$ cat src/rtl/kalman_dac_pkg.sv
// Shared widths, saturation limits, sequencer types and the DAC code mapping
// for the kalman_dac_tx output stage.
package kalman_dac_pkg;

  localparam int DAC_W   = 14;
  localparam int IN_W    = 16;
  localparam int SAT_MAX = 8191;
  localparam int SAT_MIN = -8192;

  typedef enum logic [1:0] {PH_A_SET, PH_A_WR, PH_B_SET, PH_B_WR} phase_e;
  typedef enum logic       {RST_HOLD, RUN} state_e;

  // Offset-binary style mapping: 0 -> 1FFF, +max -> 0000, -max -> 3FFF.
  function automatic logic [DAC_W-1:0] dac_code(input logic signed [DAC_W-1:0] v);
    return {v[DAC_W-1], ~v[DAC_W-2:0]};
  endfunction

endpackage

$ cat src/rtl/kalman_dac_chan.sv
// One DAC channel: arithmetic shift, clamp to 14-bit signed, hold register,
// staleness watchdog and sticky saturation flag.
module kalman_dac_chan
  import kalman_dac_pkg::*;
#(
  parameter int SHIFT        = 1,
  parameter int STALE_CYCLES = 1024
) (
  input  logic                    Clk,
  input  logic                    Rstn,
  input  logic [IN_W-1:0]         dat_i,
  input  logic                    vld_i,
  input  logic                    sat_clr_i,
  output logic signed [DAC_W-1:0] hold_o,
  output logic                    sat_o,
  output logic                    stale_o
);

  localparam int CW = $clog2(STALE_CYCLES + 1);
  localparam logic signed [IN_W-1:0] HI = IN_W'(SAT_MAX);
  localparam logic signed [IN_W-1:0] LO = IN_W'(SAT_MIN);

  logic signed [IN_W-1:0]  s;
  logic signed [DAC_W-1:0] clamped;
  logic                    clip;
  logic [CW-1:0]           cnt_q;
  logic signed [DAC_W-1:0] hold_q;
  logic                    sat_q, sat_d, stale_q;

  assign s = $signed(dat_i) >>> SHIFT;

  always_comb begin
    clip    = 1'b1;
    clamped = $signed(s[DAC_W-1:0]);
    if (s > HI)      clamped = DAC_W'(SAT_MAX);
    else if (s < LO) clamped = DAC_W'(SAT_MIN);
    else             clip    = 1'b0;
  end

  // A new clip in the same cycle as a clear keeps the flag set.
  assign sat_d = (sat_q & ~sat_clr_i) | (vld_i & clip);

  always_ff @(posedge Clk or negedge Rstn) begin
    if (!Rstn) begin
      cnt_q   <= '0;
      hold_q  <= '0;
      sat_q   <= 1'b0;
      stale_q <= 1'b0;
    end else begin
      sat_q <= sat_d;
      if (vld_i) begin
        hold_q  <= clamped;
        cnt_q   <= '0;
        stale_q <= 1'b0;
      end else if (cnt_q != CW'(STALE_CYCLES)) begin
        cnt_q <= cnt_q + 1'b1;
        if (cnt_q == CW'(STALE_CYCLES - 1)) begin
          hold_q  <= '0;
          stale_q <= 1'b1;
        end
      end
    end
  end

  assign hold_o  = hold_q;
  assign sat_o   = sat_q;
  assign stale_o = stale_q;

endmodule

$ cat src/rtl/kalman_dac_tx.sv
// Interleaved two-channel 14-bit DAC driver: reset hold, then a 4-phase A/B write
// sequencer. Define KDAC_RAMP_TEST_EN to replace channel B with an internal ramp.
module kalman_dac_tx
  import kalman_dac_pkg::*;
#(
  parameter int SHIFT        = 1,
  parameter int STALE_CYCLES = 1024,
  parameter int RST_CYCLES   = 16
) (
  input  logic             Clk,
  input  logic             Rstn,
  input  logic [IN_W-1:0]  ch_a_dat,
  input  logic             ch_a_vld,
  input  logic [IN_W-1:0]  ch_b_dat,
  input  logic             ch_b_vld,
  input  logic             sat_clr,
  output logic [DAC_W-1:0] dac_dat_o,
  output logic             dac_sel_o,
  output logic             dac_wrt_o,
  output logic             dac_rst_o,
  output logic [1:0]       sat_o,
  output logic [1:0]       stale_o
);

  localparam int RCW = $clog2(RST_CYCLES + 1);

  logic signed [DAC_W-1:0] hold_a, hold_b, frame_b_q;
  logic                    sat_a, stale_a;
  state_e                  state_q;
  phase_e                  phase_q;
  logic [RCW-1:0]          rcnt_q;

  kalman_dac_chan #(.SHIFT(SHIFT), .STALE_CYCLES(STALE_CYCLES)) u_chan_a (
    .Clk(Clk), .Rstn(Rstn), .dat_i(ch_a_dat), .vld_i(ch_a_vld), .sat_clr_i(sat_clr),
    .hold_o(hold_a), .sat_o(sat_a), .stale_o(stale_a)
  );

`ifdef KDAC_RAMP_TEST_EN
  logic signed [DAC_W-1:0] ramp_q;

  // Ramp advances once per frame, wrapping naturally at 14 bits.
  always_ff @(posedge Clk or negedge Rstn) begin
    if (!Rstn)                                     ramp_q <= '0;
    else if (state_q == RUN && phase_q == PH_A_SET) ramp_q <= ramp_q + 1'b1;
  end

  assign hold_b  = ramp_q;
  assign sat_o   = {1'b0, sat_a};
  assign stale_o = {1'b0, stale_a};
`else
  logic sat_b, stale_b;

  kalman_dac_chan #(.SHIFT(SHIFT), .STALE_CYCLES(STALE_CYCLES)) u_chan_b (
    .Clk(Clk), .Rstn(Rstn), .dat_i(ch_b_dat), .vld_i(ch_b_vld), .sat_clr_i(sat_clr),
    .hold_o(hold_b), .sat_o(sat_b), .stale_o(stale_b)
  );

  assign sat_o   = {sat_b, sat_a};
  assign stale_o = {stale_b, stale_a};
`endif

  always_ff @(posedge Clk or negedge Rstn) begin
    if (!Rstn) begin
      state_q   <= RST_HOLD;
      rcnt_q    <= '0;
      phase_q   <= PH_A_SET;
      frame_b_q <= '0;
      dac_dat_o <= 14'h1FFF;
      dac_sel_o <= 1'b0;
      dac_wrt_o <= 1'b0;
      dac_rst_o <= 1'b1;
    end else begin
      case (state_q)
        RST_HOLD: begin
          if (rcnt_q == RCW'(RST_CYCLES - 1)) begin
            state_q   <= RUN;
            dac_rst_o <= 1'b0;
            phase_q   <= PH_A_SET;
          end else begin
            rcnt_q <= rcnt_q + 1'b1;
          end
        end
        RUN: begin
          phase_q <= phase_e'(phase_q + 2'd1);
          case (phase_q)
            // A and B are sampled together so a frame is coherent.
            PH_A_SET: begin
              frame_b_q <= hold_b;
              dac_sel_o <= 1'b1;
              dac_dat_o <= dac_code(hold_a);
              dac_wrt_o <= 1'b0;
            end
            PH_A_WR:  dac_wrt_o <= 1'b1;
            PH_B_SET: begin
              dac_sel_o <= 1'b0;
              dac_dat_o <= dac_code(frame_b_q);
              dac_wrt_o <= 1'b0;
            end
            PH_B_WR:  dac_wrt_o <= 1'b1;
            default:  dac_wrt_o <= 1'b0;
          endcase
        end
        default: state_q <= RST_HOLD;
      endcase
    end
  end

endmodule
$ cat config.mk
export PLATFORM = sky130hd
export DESIGN_NAME = kalman_dac_tx
export DESIGN_NICKNAME = d
export VERILOG_FILES = /design/src/rtl/kalman_dac_pkg.sv /design/src/rtl/kalman_dac_chan.sv /design/src/rtl/kalman_dac_tx.sv
export SDC_FILE = /design/constraint.sdc
export NUM_CORES = 1
export LEC_CHECK = 0
export CAP_MARGIN = 20
export CORE_MARGIN = 3
export CORE_UTILIZATION = 38
export DETAILED_ROUTE_END_ITERATION = 6
export RECOVER_POWER = 50
export SLEW_MARGIN = 20
export SYNTH_ARGS = -nofsm -noshare
export SYNTH_HDL_FRONTEND = slang
export SYNTH_SLANG_ARGS = --single-unit
$ cat constraint.sdc
create_clock -name Clk -period 2.34 [get_ports Clk]
set_clock_uncertainty 0.2 [all_clocks]
set_input_delay 0.468 -clock Clk [delete_from_list [all_inputs] [get_ports Clk]]
set_output_delay 0.468 -clock Clk [all_outputs]
set_load 0.03 [all_outputs]
**After elaboration in Yosys (flattened, before gate mapping)**

Cells that the tools add are included.

- Flip-flop bits (word level): 93
- Word-level logic and storage cells: 89
- Bits of input ports: 37

- Equality and inequality tests: 9
- $add $sub $neg: 4
- Bitwise logic cells: 11
- Reductions and logical operators: 14
- $lt $le $gt $ge: 4
- Muxes and demuxes: 31

Operators by type and width:

| operator | count |
|---|---|
| $mux 14 | 10 |
| $mux 11 | 4 |
| $gt 15x14->1 const B | 2 |
| $lt 15x14->1 const B | 2 |
| $pmux 14 s2 | 1 |
| $not 13->13 | 2 |
| $add 11x1->11 const B | 2 |
| $eq 11x10->1 const B | 2 |
| $ne 11x11->1 const B | 2 |
| $mux 1 | 12 |
| $reduce_and 2->1 | 6 |
| $reduce_bool 2->1 | 5 |
| $add 5x1->5 const B | 1 |
| $eq 5x4->1 const B | 1 |
| $and 1x1->1 | 4 |
| $eq 2x2->1 const B | 2 |
| $pmux 1 s2 | 2 |
| $pmux 2 s2 | 1 |
| $reduce_or 2->1 | 2 |
| $not 1->1 | 3 |
| $add 2x1->2 const B | 1 |
| $eq 2x1->1 const B | 1 |
| $logic_not 2->1 | 1 |
| $mux 2 | 1 |
| 2 further kinds | 3 |

**Depth between registers and ports, before layout**

Gate-level depths: netlist of the first run.

- Depth after elaboration: 5
- Mapped depth: 7
- Depth with buffers taken out: 7

**By module**

A second synthesis of the first run with hierarchy kept.

- Cell total of the unflattened synthesis: 376
- Area, all modules: 4466.8 sq um

By module, submodules not included:

| module | sequential area each (sq um) | area an instance (sq um) | instances | cells an instance |
|---|---|---|---|---|
| kalman_dac_chan | 675.6 | 1348.8 | 2 | 119 |
| kalman_dac_tx | 993.5 | 1769.2 | 1 | 138 |

**Worst setup path before layout of the first run**

No wires, ideal clock.

- Path type: reg-to-reg
- Start: reg u_chan_b.cnt_q[0]
- End: reg u_chan_b.cnt_q[0]
- Stages on the path, launching flop included: 6
- Slack: 0.277 ns
- Arrival: 1.736 ns
- Cell sequence: dfrtp_1 > inv_1 > ha_1 > or4b_2 > nor3_4 > mux2_1

- Word-level cells in the longest chain between the ends: 3
- Elaborated cells on any way between the ends: 5
- Those cells by class: add/sub (1); eq/ne (1); mux (2); reduce/logical (1)

RTL lines:

| what | RTL line | source |
|---|---|---|
| start: declaration | kalman_dac_chan.sv:26 | `logic [CW-1:0] cnt_q;` |
| start signal: assignment | kalman_dac_chan.sv:56 | `cnt_q <= cnt_q + 1'b1;` |
| $add 11x1->11 | kalman_dac_chan.sv:56 |  |
| $mux 11 | kalman_dac_chan.sv:55 | `end else if (cnt_q != CW'(STALE_CYCLES)) begin` |
| $mux 11 | kalman_dac_chan.sv:51 | `if (vld_i) begin` |

Several ways; a longest one is shown, not always the timed one. The select of a mux whose other input is x is not followed.
A chain may end at the register's enable or synchronous reset.

**Final worst setup path of the first run**

- Start: reg dac_dat_o[4]
- End: out dac_dat_o[4]

RTL lines:

| what | RTL line | source |
|---|---|---|
| start: declaration | kalman_dac_tx.sv:17 | `output logic [DAC_W-1:0] dac_dat_o,` |
| start signal: assignment | kalman_dac_tx.sv:90 | `dac_dat_o <= dac_code(hold_a);` |
| start signal: assignment | kalman_dac_tx.sv:96 | `dac_dat_o <= dac_code(frame_b_q);` |

No word-level cell between the ends.

==> key figures, run 1 <==
Critical path
  – CP arrival: 1.55 ns
  – R2R cell count: 5
  – Worst reg2reg setup slack: 0.20 ns
  – Critical path type: flip-flop to primary output
  – CP peak stage delay: between 0.6 and 0.7 ns
  – Crit path max-delay family: buffers and inverters
  – CP Depth: 1
  – WP data required: 1.67 ns
  – R2R Path End: u_chan_b.cnt_q[0]
  – Startpoint Class: flip-flop
  – Crit path max-delay cell type: clkdlybuf4s50_1
  – Worst-path cell chain: clkdlybuf4s50_1
  – CP Max Fanout: 2
  – R2R Path Start: u_chan_b.cnt_q[0]
  – Crit end category: primary output
  – Worst path bufs/invs: 1

Global route
  – Global-route wire length before repair: between 15 and 20 mm
  – GRT Residual Overflow: 0
  – Pin count of the biggest net entering global routing: 43
  – Vias in the first global route: roughly 3300
  – GRT Overall Usage: 15.3%
  – Initial antenna violation count: 0

Logic synthesis
  – Yosys reg bits: 93
  – Most common cell in the netlist: dfrtp_1
  – Part of the Yosys area used for sequential elements: between 50 and 60%
  – Post-synth top area share: 44.8%
  – Largest cells by area after synthesis: dfrtp_1 (45%), dfstp_2 (8.3%), o21ai_0 (5.8%)
  – Distinct cell type count after synthesis: 42
  – Average size of a mapped cell: 9.87 sq um
  – Cell type with the highest aggregate area in the netlist: dfrtp_1
  – Cell area after synthesis: roughly 4400 sq um
  – Cells after synthesis: 447
  – Synth Flop Type: dfrtp_1
  – Post-synth EDFFs: 0
  – Synth top cells by count: dfrtp_1 (79), nand2_1 (58), o21ai_0 (51)
  – Synthesized net count: 494
  – Asr flop ratio synth: between 90% and 100%
  – Synth warn: 0

Layout
  – # diodes: 0
  – Layout area overhead: 23.5%
  – Nets: about 550
  – Share of cells above drive strength 1: 12.7%
  – Fillcell total: 1047

Worst hold path
  – Hold Crit Start: dac_dat_o[7]
  – Hold endpoint: dac_dat_o[7]
  – Hold-critical path depth: 2
  – Hold Crit Class: flip-flop to flip-flop

Route
  – Average vias per placed instance: between 5 and 6
  – Post-DR wirelength/cell: approximately 14 microns
  – DRC Markers: 0
  – Final wirelength: 9.32 mm
  – 1st-iter DRT viols: 181
  – DRT Pass-1 Iters: 4
  – Via count: 3319
  – Post-route ant nets: 0

Clock tree
  – Clock tree buffer depth: 2
  – Clock transition at the registers of the reported paths: 0.06 ns
  – Clk sink count: between 90 and 100
  – Root Buffer: clkbuf_16
  – Skew-Pair Late Insertion Delay: 0.34 ns
  – Hold-fix buffers at CTS: 1
  – TritonCTS clock tree: done
  – Post-CTS setup buffers: 0
  – Post-cts sizing count: 0
  – H-tree depth: 3
  – CTS Buf Count: 9

Place
  – Dpl hpwl: 6.32 mm
  – RD Place Congestion: 0.761
  – IO buf count: 55

Timing
  – # setup viols final: 0
  – Unrepaired setup endpoints after global routing: no
  – Setup TNS: 0 ns
  – Worst slew pin tran: 0.713 ns
  – Fin. max-slew vios: 0
  – Min Tclk post-route: 2.22 ns
  – Crit share post-route: between 90% and 100%
  – F_max: about 450 MHz
  – Final Hold Vio Count: 0
  – Slew Limit Headroom: approximately 52%

Floorplanning
  – CORE AREA: around 11000 sq um
  – Cell row count: 38
  – Top-level I/O count: 58
  – Die area: 12900 sq um
  – Overall die width: 114 microns
  – Starting density of the core: about two fifths
  – Die Y: 114 microns

Run status
  – Outcome: finished, final reports clean

Power and ir drop
  – Leakage: 2.33 nW
  – Total power draw: 0.00397 W
  – Power density cells: 728 nW/um^2
  – Max IR drop VDD: 0.394 mV

Job
  – # Max-Cap Violations: 0
[power breakdown]
group	total, W	switching [W]	internal [W]
sequential	0.00181	0.0000674	0.00174
clock	0.00168	0.000605	0.00108
combinational	0.000476	0.000259	0.000217
total	0.00397	0.000931	0.00304
[metrics by stage]
step | area, sq um | instances | hold WS, ns | setup slack (ns) | util (%)
2_1_floorplan | 4410 | 447 | -0.0276 | 0.277 | -
3_3_place_gp | 5110 | 626 | 0.211 | 0.209 | 46.2
6_report | 5450 | 643 | 0.277 | 0.124 | 49.2
3_5_place_dp | 5110 | 626 | 0.214 | 0.186 | 46.2
5_1_grt | 5450 | 643 | 0.296 | 0.0804 | 49.2
4_1_cts | 5470 | 643 | 0.276 | 0.106 | 49.4
[registers in the layout, indices dropped and copies added (netlist names)]
signal	cells
dac_wrt_o	1
u_chan_b.hold_o	14
u_chan_b.sat_o	1
frame_b_q	14
u_chan_b.stale_o	1
u_chan_a.hold_o	14
phase_q	2
dac_rst_o	1
dac_dat_o	14
u_chan_a.stale_o	1
dac_sel_o	1
u_chan_b.cnt_q	11
rcnt_q	5
u_chan_a.cnt_q	11
state_q	1
u_chan_a.sat_o	1
[area by class of cell]
type / instances / area [sq um] / share of cell area, %
repair buffers: 69 / 647 / 11.9
well taps: 140 / 175 / 3.21
multi-input cells: 295 / 1820 / 33.4
clock buffers: 11 / 243 / 4.45
clock inverters: 5 / 106 / 1.95
flip-flops and latches: 93 / 2340 / 43.0
inverters: 30 / 113 / 2.07
[layer usage]
layer	track usage [%]	part of all wire [%]	up-vias	wire length [microns]
met3	3.66	4.6	12	428
li1	-	-	1666	-
met1	22.9	50	1568	4680
met4	5.85	1.7	0	159
met5	0	0	-	0
met2	21.4	43	73	4050
[cell usage in the layout, fill, tap and decap left out, types with 2 or more instances in the layout]
| cell | n |
|---|---|
| clkbuf_16 | 9 |
| xor2_1 | 5 |
| o31ai_1 | 6 |
| mux2_2 | 16 |
| clkbuf_1 | 2 |
| or3_1 | 7 |
| o21ai_0 | 51 |
| clkdlybuf4s50_1 | 53 |
| a22o_1 | 13 |
| nand4_1 | 2 |
| dfrtp_1 | 79 |
| nor2_1 | 25 |
| clkbuf_2 | 2 |
| mux2i_1 | 3 |
| inv_1 | 30 |
| buf_4 | 10 |
| xnor2_1 | 4 |
| bufinv_16 | 3 |
| nor4_1 | 2 |
| dlygate4sd3_1 | 2 |
| o32ai_1 | 13 |
| dfstp_2 | 14 |
| or4_1 | 6 |
| nand2_1 | 58 |
| a21oi_1 | 42 |
| nand3_1 | 10 |
| nand2b_1 | 5 |
| ha_1 | 10 |
| o22ai_1 | 2 |
[worst max-delay path by stage]
| stage | start | endpoint |
|---|---|---|
| 2_1_floorplan | u_chan_b.cnt_q[0] | u_chan_b.cnt_q[0] |
| 3_3_place_gp | u_chan_b.cnt_q[0] | u_chan_b.cnt_q[0] |
| 3_5_place_dp | u_chan_b.cnt_q[0] | u_chan_b.cnt_q[0] |
| 4_1_cts | dac_dat_o[4] | dac_dat_o[4] |
| 5_1_grt | dac_dat_o[3] | dac_dat_o[3] |
| 6_report | dac_dat_o[4] | dac_dat_o[4] |
[worst min-delay path: cells and delay by family, from the launching register on]
family / cells / cell delay, ns
AOI/OAI and AO/OA: 1 / 0.06
DFF: 1 / 0.37
and+or+nand+nor: 1 / 0.04
[cell families (layout without fill, tap and decap cells)]
family / after synthesis / count (layout) / share of synthesized area (%)
XOR/XNOR: 9 / 9 / 1.79
AO/OA/AOI/OAI: 134 / 134 / 18.3
multiplexers: 20 / 20 / 5.02
flip-flops: 93 / 93 / 53.1
adder cells (fa/ha/maj): 10 / 10 / 2.84
buffers and inverters: 59 / 115 / 5.56
AND/OR/NAND/NOR: 122 / 122 / 13.3
Note: power is estimated with default switching activity, not from simulation.
==> run 2, diff against run 1 <==
--- a/config.mk
+++ b/config.mk
@@ -9,6 +9,7 @@
 export CORE_MARGIN = 3
 export CORE_UTILIZATION = 38
 export DETAILED_ROUTE_END_ITERATION = 6
+export GPL_ROUTABILITY_DRIVEN = 0
 export RECOVER_POWER = 50
 export SLEW_MARGIN = 20
 export SYNTH_ARGS = -nofsm -noshare
==> results of run 2 <==
Final layout, timing and power as in run 1 (identical DEF).
==> run 3, diff against run 2 <==
==> constraint.sdc (replaced) <==
create_clock -name Clk -period 2.32 [get_ports Clk]
set_clock_uncertainty 0.2 [all_clocks]
set_input_delay 0.464 -clock Clk [delete_from_list [all_inputs] [get_ports Clk]]
set_output_delay 0.464 -clock Clk [all_outputs]
set_load 0.03 [all_outputs]
==> run 3 against run 2 <==
  * Sequential power hardly changed
  * Register-to-register slack worse by 0.06 ns
  * Utilization is 0.25 points lower
  * Critical path depth stayed put
  * Count of clock-buffer cells in the layout is 3 higher
  * Worst setup slack worse by 0.026 ns
  * Worst hold slack worse by 0.0022 ns
  * Design area is 0.51% lower
  * Non-clock buffer count stayed put
  * Critical endpoint unchanged
==> key figures, run 3 (synthesized netlist as in run 1, its figures left out) <==
Run status
  – Outcome: finished, final reports clean

Critical path
  – Worst path bufs/invs: 1
  – Worst reg2reg setup slack: 0.14 ns
  – Crit path max-delay family: buffers and inverters
  – Startpoint Class: flip-flop
  – Critical path type: flip-flop to primary output
  – Crit end category: primary output
  – WP data required: 1.66 ns
  – CP peak stage delay: 0.67 ns
  – CP arrival: 1.56 ns
  – CP Max Fanout: 2
  – Worst-path cell chain: clkdlybuf4s50_1
  – Crit path max-delay cell type: clkdlybuf4s50_1
  – Setup crit start: dac_dat_o[4]
  – R2R Path Start: u_chan_b.cnt_q[0]

Timing
  – Min Hold Slack: 0.275 ns
  – Crit share post-route: between 90% and 100%
  – F_max: around 450 MHz
  – PnR worst setup slack: 0.0988 ns
  – Worst slew pin tran: 0.898 ns
  – Slew Limit Headroom: 40.1%
  – Min Tclk post-route: 2.22 ns
  – # setup viols final: 0
  – Unrepaired setup endpoints after global routing: no
  – Setup TNS: 0 ns
  – Final Hold Vio Count: 0
  – Fin. max-slew vios: 0

Worst hold path
  – Hold Crit Class: flip-flop to flip-flop
  – Hold Crit Start: dac_dat_o[10]

Place
  – Dpl hpwl: approximately 6.3 mm
  – Pre-CTS setup slack: 0.131 ns
  – IO buf count: 55
  – Placed cell count: 626

Power and ir drop
  – Internal cell power: 0.00280 W
  – Sw power: 0.000921 W
  – Clock network fraction of total power: 37.9%
  – Max IR drop VDD: 0.395 mV
  – Power density cells: 686 nW/um^2
  – Sw Share: 24.8%
  – Leakage: approximately 2.3 nW
  – Sequential Power Share: 49.1%
  – Combinational share of power: a little over an eighth

Floorplanning
  – Overall die width: 114 microns
  – Starting density of the core: approximately 40%
  – Cell row count: 38
  – CORE AREA: 11100 sq um
  – Top-level I/O count: 58
  – Die area: 12900 sq um
  – Die Y: 114 microns

Route
  – Average vias per placed instance: 5.08
  – WL met3: 447 microns
  – Post-DR wirelength/cell: 14.3 microns
  – Via count: 3268
  – DRC Markers: 0
  – 1st-iter DRT viols: around 270
  – DRT Pass-1 Iters: 4
  – Final wirelength: 9.17 mm
  – Post-route ant nets: 0
  – Met2 WL: 3.78 mm
  – Met1 WL: 4.76 mm
  – Max layer used: met4

Global route
  – GRT Residual Overflow: 0
  – Pin count of the biggest net entering global routing: 38
  – Vias in the first global route: ~3200
  – Initial antenna violation count: 0
  – Global-route wire length before repair: 15.4 mm
  – GRT Overall Usage: 14.8%

Layout
  – Most common cell after layout, fill and taps aside: dfrtp_1
  – # diodes: 0
  – Commonest cells after routing, fill and taps aside: dfrtp_1 (79), nand2_1 (58), clkdlybuf4s50_1 (53)
  – Layout area overhead: 22.9%
  – Fillcell total: ~1100
  – Share of cells above drive strength 1: between 10% and 20%
  – Nets: 545
  – Final Instance Count excl. Fillers: 643

Clock tree
  – Post-CTS setup buffers: 0
  – TritonCTS clock tree: done
  – Skew-Pair Late Insertion Delay: ~0.34 ns
  – Clock tree buffer depth: 2
  – Clk sink count: 93
  – CTS Buf Count: 9
  – Clock transition at the registers of the reported paths: 0.06 ns
  – Root Buffer: clkbuf_16
  – H-tree depth: 3

Job
  – # Max-Cap Violations: 0
[run 3: stage by stage]
stage	power [W]	cell area (sq um)	util (%)
floorplan	0.00211	4410	-
global placement	0.00233	5130	46.3
detailed placement	0.00235	5130	46.3
CTS	0.00376	5430	49.0
global route	0.00389	5420	49.0
finish	0.00372	5420	49.0
[run 3: final timing paths]
kind                                     end  cells after the start
min reg2reg                    dac_dat_o[10]                      2
max reg2reg                u_chan_b.cnt_q[0]                      5
max                             dac_dat_o[4]                      1
min                            dac_dat_o[10]                      2
min in group asynchronous     u_chan_a.sat_o                      2
max in group asynchronous       frame_b_q[3]                      3
[run 3: layer usage]
metal | up-vias | global-route usage (%)
met1 | 1522 | 22.1
met5 | - | 0
met3 | 11 | 3.13
li1 | 1669 | -
met4 | 0 | 5.77
met2 | 66 | 21.2
[run 3: layout make-up]
type | count | area [sq um] | area share, %
multi-input cells | 295 | 1820 | 33.6
clock buffers | 14 | 274 | 5.05
clock inverters | 2 | 16.3 | 0.300
flip-flops and latches | 93 | 2340 | 43.2
repair buffers | 69 | 678 | 12.5
well taps | 140 | 175 | 3.23
inverters | 30 | 113 | 2.08
[run 3: repair_timing]
action / CTS / global route
hold buffers: 1 / 0
gates resized for setup: 0 / 0
hold endpoints to repair: 31 / 0
[run 3: power groups by stage]
stage               clock [W]  combinational (W)  sequential (W)
floorplan                   0           0.000227         0.00189
finish                0.00141           0.000485         0.00183
global placement            0           0.000484         0.00185
CTS                   0.00144           0.000496         0.00183
global route          0.00151           0.000544         0.00184
detailed placement          0           0.000492         0.00185
